--- config.mk ---
export PLATFORM = sky130hd
export DESIGN_NAME = uart_ctrl_flat
export DESIGN_NICKNAME = d
export VERILOG_FILES = /design/src/rtl/uart_ctrl_if.sv /design/src/rtl/uart_ctrl.sv /design/src/flat_wrapper.sv
export SDC_FILE = /design/constraint.sdc
export NUM_CORES = 1
export LEC_CHECK = 0
export ABC_AREA = 1
export BUFFER_PORTS_ARGS = -buffer_cell sky130_fd_sc_hd__buf_2
export CORE_MARGIN = 8
export CORE_UTILIZATION = 54
export DETAILED_ROUTE_END_ITERATION = 8
export PLACE_DENSITY_LB_ADDON = 0.15
export SLEW_MARGIN = 20
export SYNTH_ARGS = -nofsm -noshare
export SYNTH_HDL_FRONTEND = slang
export SYNTH_SLANG_ARGS = --single-unit
--- constraint.sdc ---
create_clock -name CLK -period 5 [get_ports CLK]
set_input_delay 0.25 -clock CLK [delete_from_list [all_inputs] [get_ports CLK]]
set_output_delay 0.25 -clock CLK [all_outputs]
set_load 0.05 [all_outputs]
--- src/rtl/uart_ctrl_if.sv ---
// Bus and core-side signal bundle for uart_ctrl.
// Ports: sel/we/addr/wdata/rdata form the CPU register window; tx_byte/tx_start/tx_busy
// and rx_byte/rx_valid connect to the uart core; irq is the level interrupt to the CPU.
interface uart_ctrl_if;
  logic        sel;
  logic        we;
  logic [3:0]  addr;
  logic [31:0] wdata;
  logic [31:0] rdata;
  logic [7:0]  tx_byte;
  logic        tx_start;
  logic        tx_busy;
  logic [7:0]  rx_byte;
  logic        rx_valid;
  logic        irq;

  // master: CPU decoder plus uart core (the environment around the controller)
  modport master (
    output sel, we, addr, wdata, tx_busy, rx_byte, rx_valid,
    input  rdata, tx_byte, tx_start, irq
  );

  // slave: the controller itself
  modport slave (
    input  sel, we, addr, wdata, tx_busy, rx_byte, rx_valid,
    output rdata, tx_byte, tx_start, irq
  );
endinterface

--- src/rtl/uart_ctrl.sv ---
// Purpose: CPU register window (DATA/STATUS/CTRL/LEVEL) sequencing a uart core via TX/RX FIFOs.
// Latency: DATA write -> tx_start after 2 enabled cycles; rx byte visible 1 enabled cycle later.
// Backpressure: TX writes dropped when full; RX bytes dropped (sticky overrun) when full.
// Ports: CLK, RST (sync, active-high), clk_cpu (clock enable for all state), bus (uart_ctrl_if.slave).
// Optional feature: define UART_CTRL_IRQ_EN for the CTRL register and registered irq output.
module uart_ctrl #(
  parameter int FIFO_DEPTH = 16
) (
  input  logic        CLK,
  input  logic        RST,
  input  logic        clk_cpu,
  uart_ctrl_if.slave  bus
);
  localparam int AW = $clog2(FIFO_DEPTH);
  localparam int CW = AW + 1;

  localparam logic [1:0] TX_IDLE = 2'd0;
  localparam logic [1:0] TX_REQ  = 2'd1;
  localparam logic [1:0] TX_WAIT = 2'd2;

  localparam logic [1:0] REG_DATA   = 2'd0;
  localparam logic [1:0] REG_STATUS = 2'd1;
  localparam logic [1:0] REG_CTRL   = 2'd2;
  localparam logic [1:0] REG_LEVEL  = 2'd3;

  logic [7:0]    tx_mem [FIFO_DEPTH];
  logic [AW-1:0] tx_wp, tx_rp;
  logic [CW-1:0] tx_cnt;
  logic [7:0]    rx_mem [FIFO_DEPTH];
  logic [AW-1:0] rx_wp, rx_rp;
  logic [CW-1:0] rx_cnt;

  logic [1:0]  tx_state;
  logic        rx_overrun;
  logic [1:0]  ctrl;          // bit0 rx_irq_en, bit1 txe_irq_en
  logic [31:0] rdata_c;

  logic [1:0] reg_idx;
  logic       bus_wr, bus_rd;
  logic       tx_full, tx_empty, rx_full, rx_empty, tx_active;
  logic       tx_push, tx_pop, rx_push, rx_pop, rx_drop, ovr_clr;

  assign reg_idx = bus.addr[3:2];
  // Strobes on gated cycles are invisible, so reads there never pop.
  assign bus_wr  = clk_cpu & bus.sel & bus.we;
  assign bus_rd  = clk_cpu & bus.sel & ~bus.we;

  assign tx_full   = (tx_cnt == CW'(FIFO_DEPTH));
  assign tx_empty  = (tx_cnt == '0);
  assign rx_full   = (rx_cnt == CW'(FIFO_DEPTH));
  assign rx_empty  = (rx_cnt == '0);
  assign tx_active = (tx_state != TX_IDLE) | bus.tx_busy;

  assign tx_push = bus_wr & (reg_idx == REG_DATA) & ~tx_full;
  assign tx_pop  = clk_cpu & (tx_state == TX_REQ) & bus.tx_busy & ~tx_empty;
  assign rx_pop  = bus_rd & (reg_idx == REG_DATA) & ~rx_empty;
  // A same-cycle CPU pop frees a slot in a full FIFO, so the byte still lands.
  assign rx_push = clk_cpu & bus.rx_valid & (~rx_full | rx_pop);
  assign rx_drop = clk_cpu & bus.rx_valid & rx_full & ~rx_pop;
  assign ovr_clr = bus_wr & (reg_idx == REG_STATUS) & bus.wdata[4];

  assign bus.tx_byte  = tx_empty ? 8'h00 : tx_mem[tx_rp];
  assign bus.tx_start = (tx_state == TX_REQ);

  // Storage arrays need no reset; emptiness is tracked by the counts.
  always_ff @(posedge CLK) begin
    if (tx_push) tx_mem[tx_wp] <= bus.wdata[7:0];
    if (rx_push) rx_mem[rx_wp] <= bus.rx_byte;
  end

  always_ff @(posedge CLK) begin
    if (RST) begin
      tx_wp  <= '0;
      tx_rp  <= '0;
      tx_cnt <= '0;
      rx_wp  <= '0;
      rx_rp  <= '0;
      rx_cnt <= '0;
    end else begin
      if (tx_push) tx_wp <= tx_wp + 1'b1;
      if (tx_pop)  tx_rp <= tx_rp + 1'b1;
      case ({tx_push, tx_pop})
        2'b10:   tx_cnt <= tx_cnt + 1'b1;
        2'b01:   tx_cnt <= tx_cnt - 1'b1;
        default: tx_cnt <= tx_cnt;
      endcase
      if (rx_push) rx_wp <= rx_wp + 1'b1;
      if (rx_pop)  rx_rp <= rx_rp + 1'b1;
      case ({rx_push, rx_pop})
        2'b10:   rx_cnt <= rx_cnt + 1'b1;
        2'b01:   rx_cnt <= rx_cnt - 1'b1;
        default: rx_cnt <= rx_cnt;
      endcase
    end
  end

  // TX handshake: request, wait for the core to accept (pop), then wait for
  // it to finish. Re-checking tx_busy in IDLE guarantees idle line time.
  always_ff @(posedge CLK) begin
    if (RST) begin
      tx_state <= TX_IDLE;
    end else if (clk_cpu) begin
      case (tx_state)
        TX_IDLE: if (!tx_empty && !bus.tx_busy) tx_state <= TX_REQ;
        TX_REQ:  if (bus.tx_busy)               tx_state <= TX_WAIT;
        TX_WAIT: if (!bus.tx_busy)              tx_state <= TX_IDLE;
        default:                                tx_state <= TX_IDLE;
      endcase
    end
  end

  // A fresh overrun wins over a clear arriving in the same cycle.
  always_ff @(posedge CLK) begin
    if (RST)          rx_overrun <= 1'b0;
    else if (rx_drop) rx_overrun <= 1'b1;
    else if (ovr_clr) rx_overrun <= 1'b0;
  end

`ifdef UART_CTRL_IRQ_EN
  logic irq_q;
  always_ff @(posedge CLK) begin
    if (RST) begin
      ctrl  <= 2'b00;
      irq_q <= 1'b0;
    end else if (clk_cpu) begin
      if (bus_wr && reg_idx == REG_CTRL) ctrl <= bus.wdata[1:0];
      irq_q <= (ctrl[0] & ~rx_empty)
             | (ctrl[1] & tx_empty & (tx_state == TX_IDLE))
             | (ctrl[0] & rx_overrun);
    end
  end
  assign bus.irq = irq_q;
`else
  assign ctrl    = 2'b00;
  assign bus.irq = 1'b0;
`endif

  always_comb begin
    rdata_c = '0;
    if (bus.sel) begin
      case (reg_idx)
        REG_DATA:   rdata_c = {24'b0, (rx_empty ? 8'h00 : rx_mem[rx_rp])};
        REG_STATUS: rdata_c = {26'b0, tx_active, rx_overrun, rx_full, ~rx_empty, tx_empty, tx_full};
        REG_CTRL:   rdata_c = {30'b0, ctrl};
        REG_LEVEL:  rdata_c = {16'(tx_cnt), 16'(rx_cnt)};
        default:    rdata_c = '0;
      endcase
    end
  end
  assign bus.rdata = rdata_c;

endmodule

--- src/flat_wrapper.sv ---
// flat-port wrapper written by rule: the top's interface ports become plain ports
module uart_ctrl_flat 
#(
  parameter int FIFO_DEPTH = 16
)
  (CLK, RST, clk_cpu, bus_sel, bus_we, bus_addr, bus_wdata, bus_tx_busy, bus_rx_byte, bus_rx_valid, bus_rdata, bus_tx_byte, bus_tx_start, bus_irq);
  uart_ctrl_if bus_i ();
  input  logic CLK;
  input  logic RST;
  input  logic clk_cpu;
  input wire logic [$bits(bus_i.sel)-1:0] bus_sel;
  input wire logic [$bits(bus_i.we)-1:0] bus_we;
  input wire logic [$bits(bus_i.addr)-1:0] bus_addr;
  input wire logic [$bits(bus_i.wdata)-1:0] bus_wdata;
  input wire logic [$bits(bus_i.tx_busy)-1:0] bus_tx_busy;
  input wire logic [$bits(bus_i.rx_byte)-1:0] bus_rx_byte;
  input wire logic [$bits(bus_i.rx_valid)-1:0] bus_rx_valid;
  output wire logic [$bits(bus_i.rdata)-1:0] bus_rdata;
  output wire logic [$bits(bus_i.tx_byte)-1:0] bus_tx_byte;
  output wire logic [$bits(bus_i.tx_start)-1:0] bus_tx_start;
  output wire logic [$bits(bus_i.irq)-1:0] bus_irq;
  assign bus_i.sel = bus_sel;
  assign bus_i.we = bus_we;
  assign bus_i.addr = bus_addr;
  assign bus_i.wdata = bus_wdata;
  assign bus_i.tx_busy = bus_tx_busy;
  assign bus_i.rx_byte = bus_rx_byte;
  assign bus_i.rx_valid = bus_rx_valid;
  assign bus_rdata = bus_i.rdata;
  assign bus_tx_byte = bus_i.tx_byte;
  assign bus_tx_start = bus_i.tx_start;
  assign bus_irq = bus_i.irq;
  uart_ctrl #(.FIFO_DEPTH(FIFO_DEPTH)) u_core (.CLK(CLK), .RST(RST), .clk_cpu(clk_cpu), .bus(bus_i));
endmodule
==> results.md <==
- Post-Route Hold Slack: 38.6 ps
- Count of fill cells added during filler insertion: 1,788
- Global-route usage over all layers: 19.3%
- Total power draw: 5010 uW
- Fin Clk Skew: 16.1 ps
- Warning count from the yosys run: 0
- Starting Density: 54.7%
- Number of placement rows: 55
- Post-synthesis share of cell area spent on full adders, half adders and majority gates: 1.32%
- Req. time, crit path: 4750 ps
- Sum of net half-perimeters after detailed placement: 16,800 um
- Worst Max-Slew Pin Slew: 1070 ps
- Number of DRC violations after detailed routing: 0
- Final critical-path share of the clock period: 66.8%
- Multi-input gate area in the final layout: 3360 um2
- Sum of negative setup slack: 0 ps
- Worst Path Class, Setup: reg -> out
- Post-layout net count: 1,168
- Total length of routed wires: 27,400 um
- Simple-gate area share of the yosys netlist: 11.4%
- Port buffer count: 46
- Portion of the post-synthesis area used by sequential elements: 68.4%
- Register-to-Register Path Depth: 8
- Top fanout value on the critical path: 33
- Num CTS Buffers: 29
- Element type at the critical path start: register
- Clock Tree Buf Depth: 3
- Main flop type after synthesis: edfxtp_1
- Fraction of the mapped netlist area in compound gates: 13.6%
- CTS tree: built
- Shortest period the worst path allows: 3340 ps
- Final setup violation count: 0
- Multiplexer area fraction after synthesis: 0%
- Combined area of all synthesized cells: 12,300 um2
- Share of flip-flops with an asynchronous set or reset after synthesis: 0%
- Reg2Reg Launch Point: u_core.rx_cnt[1]$_SDFFE_PP0P_
- Maximum number of pins on one net before global-route repair: 65
- Static leakage: 0.00476 uW
- Reg2reg end: u_core.rx_mem[3][3]$_DFFE_PP_
- Core utilization of the finished layout: 60.4%
- ANT nets after route: 0
- Endpoint type of the worst setup path: primary output
- Global placement routability congestion: 0.835
- Iteration-0 DRC Markers: 722
- Die outline width: 167 um
- Arrival time reported for the critical path endpoint: 3090 ps
- Setup slack of the critical path after layout: 1660 ps
- Area of the die: 27,900 um2
- Worst IR drop on VDD: 331 uV
- Class of the worst hold path: in -> reg
- Ratio of cells with drive above 1 in the final layout: 10.3%
- Yosys cell types: 36
- Timing-limited maximum frequency: 299 MHz
- CTS sink count: 293
- I/O pin cnt: 93
- Hold Fails Final Rpt: 0
- Sequential Area: 8430 um2
- RSZ-0062 raised after global routing: no
- Outcome: complete, no violations
- Die span in y: 167 um
- Root Buffer Master: clkbuf_16
- Number of register bits inferred by synthesis: 293
- Minimum setup slack after placement: 2200 ps
- Max_cap viols: 0
- Clock latency of the later-clocked register in the worst-skew pair: 540 ps
- Number of antenna violations at the first check in global routing: 0
- Slew Limit Headroom: 28.6%
- Area inside the core boundary: 22,500 um2
- Mapped Cells: 1,074
- Overflow after GRT: 0
- Clock transition at the register clock pins on the worst setup and hold paths after CTS: 70 ps
- Wire length of the first global-routing pass: 42,700 um
- Synthesized area per cell: 11.5 um2
- Power per standard cell area: 368 nW/um2
- Routed wire length per instance: 19.4 um
- Area overhead of the layout relative to synthesis: 10.4%
- Clock H-tree levels: 1
- Worst setup slack for register-to-register paths: 2290 ps
- Antenna diode instance count: 0
- Quantity of gates resized following cts: 0
- Vias in the first global route: 7,571
- TritonRoute pass-1 iters: 5
- Main combinational cell family by area after synthesis: compound AO/OA/AOI/OAI gates
- Final number of max-transition violations: 0
- Post-synth EDFFs: 256
- Post-DR vias/cell: 5.68
- Share of the synthesized netlist area taken by xor and xnor gates: 0.427%
- Routed via count: 8,016
- Capture point of the critical path: bus_tx_byte[7]
## cell usage after synthesis (all sizes together) (2+ instances only)
cell | number | share of area (%)
buf | 28 | 1.5
nand3 | 32 | 1.3
xnor2 | 2 | 0.14
clkinv | 3 | 0.091
o221ai | 34 | 2.4
a21o | 2 | 0.12
a21oi | 43 | 1.8
clkbuf | 44 | 1.4
o21ai | 164 | 6.7
inv | 62 | 1.9
nand4 | 7 | 0.36
edfxtp | 256 | 62
o211ai | 19 | 1.2
ha | 13 | 1.3
xor2 | 4 | 0.28
nand2 | 84 | 2.7
o22ai | 25 | 1.3
dfxtp | 37 | 6.0
nor2 | 202 | 6.4
nor3 | 9 | 0.37
## sequential cells by signal, summed over array words and instances, names as in the netlist, named ones only
name and flops:
u_core.tx_cnt 5, u_core.rx_rp 4, u_core.rx_cnt 5, u_core.tx_state 2
u_core.rx_wp 4, u_core.tx_wp 4, u_core.rx_mem 128, u_core.tx_rp 4
u_core.tx_mem 128, u_core.rx_overrun 1
## worst min-delay path by stage
stage                                      start                        endpoint  cells after the start
finish                                   clk_cpu  u_core.rx_overrun$_SDFFE_PP0P_                      3
global route                             clk_cpu  u_core.rx_overrun$_SDFFE_PP0P_                      3
CTS                                      clk_cpu  u_core.rx_overrun$_SDFFE_PP0P_                      3
detailed placement  u_core.rx_rp[3]$_SDFFE_PP0N_                        register                      2
global placement    u_core.tx_rp[3]$_SDFFE_PP0P_    u_core.tx_rp[3]$_SDFFE_PP0P_                      2
floorplan                         bus_rx_byte[0]   u_core.rx_mem[0][0]$_DFFE_PP_                      0
## per-layer routing
metal | vias to the layer above | global-route usage (%) | routed length, um
met3 | 31 | 3.17 | 1670
met5 | - | 0 | 0
li1 | 3887 | - | -
met1 | 3850 | 27.9 | 12700
met2 | 248 | 30.4 | 12600
met4 | 0 | 4.27 | 440
## critical path, stage by stage, from the launching register on
cell	delay (ps)
dfxtp_1	300
buf_4	230
inv_1	800
o21ai_0	230
o221ai_1	280
nand3_1	170
a21oi_1	210
buf_2	300
## report_power, final
group | total (uW) | switching (uW) | internal [uW]
registers | 2680 | 8.41 | 2670
logic | 227 | 183 | 45.0
clock network | 2100 | 879 | 1220
## cell usage in the layout (no fill, tap or decap), types with 4 or more instances in the layout
cell       instances
nand2_1           81
clkbuf_8           4
clkbuf_1           4
nor3_1             9
o221ai_1          34
clkbuf_16         29
o21ai_1            7
ha_1              13
clkinv_1           8
edfxtp_1         256
o21ai_0          157
inv_1             54
buf_2             46
xor2_1             4
nor2_1           198
conb_1            20
o22ai_1           25
dfxtp_1           35
clkinv_2           8
o211ai_1          19
a21oi_1           42
nand4_1            7
buf_4              5
nand3_1           31
inv_2              8
## final cells by class
| cell class | instances | share of cell area [%] |
|---|---|---|
| multi-input cells | 663 | 24.7 |
| repair buffers | 52 | 2.04 |
| flip-flops and latches | 293 | 62.0 |
| inverters | 65 | 1.80 |
| clock inverters | 16 | 0.939 |
| clock buffers | 37 | 5.85 |
| well taps | 285 | 2.62 |
## logic make-up (layout without fill, tap and decap cells)
group,count (synthesis),count (layout)
XOR/XNOR,6,6
other,1,20
buffers and inverters,137,170
adder cells (fa/ha/maj),13,13
AND/OR/NAND/NOR,336,336
flip-flops,293,293
AO/OA/AOI/OAI,288,288
## metrics by stage
| step | instance area, um2 | std cells |
|---|---|---|
| detailed placement | 12700 | 1357 |
| global route | 13600 | 1411 |
| CTS | 13600 | 1411 |
| finish | 13600 | 1411 |
| global placement | 12700 | 1357 |
| floorplan | 12400 | 1093 |
## repair_timing
| item | in CTS | in global routing |
|---|---|---|
| hold endpoints to repair | 1 | 0 |
| hold buffers | 1 | 0 |
| setup buffers | 0 | 0 |
| setup endpoints to repair | 0 | 0 |
Power figures use the tool's default switching activity.
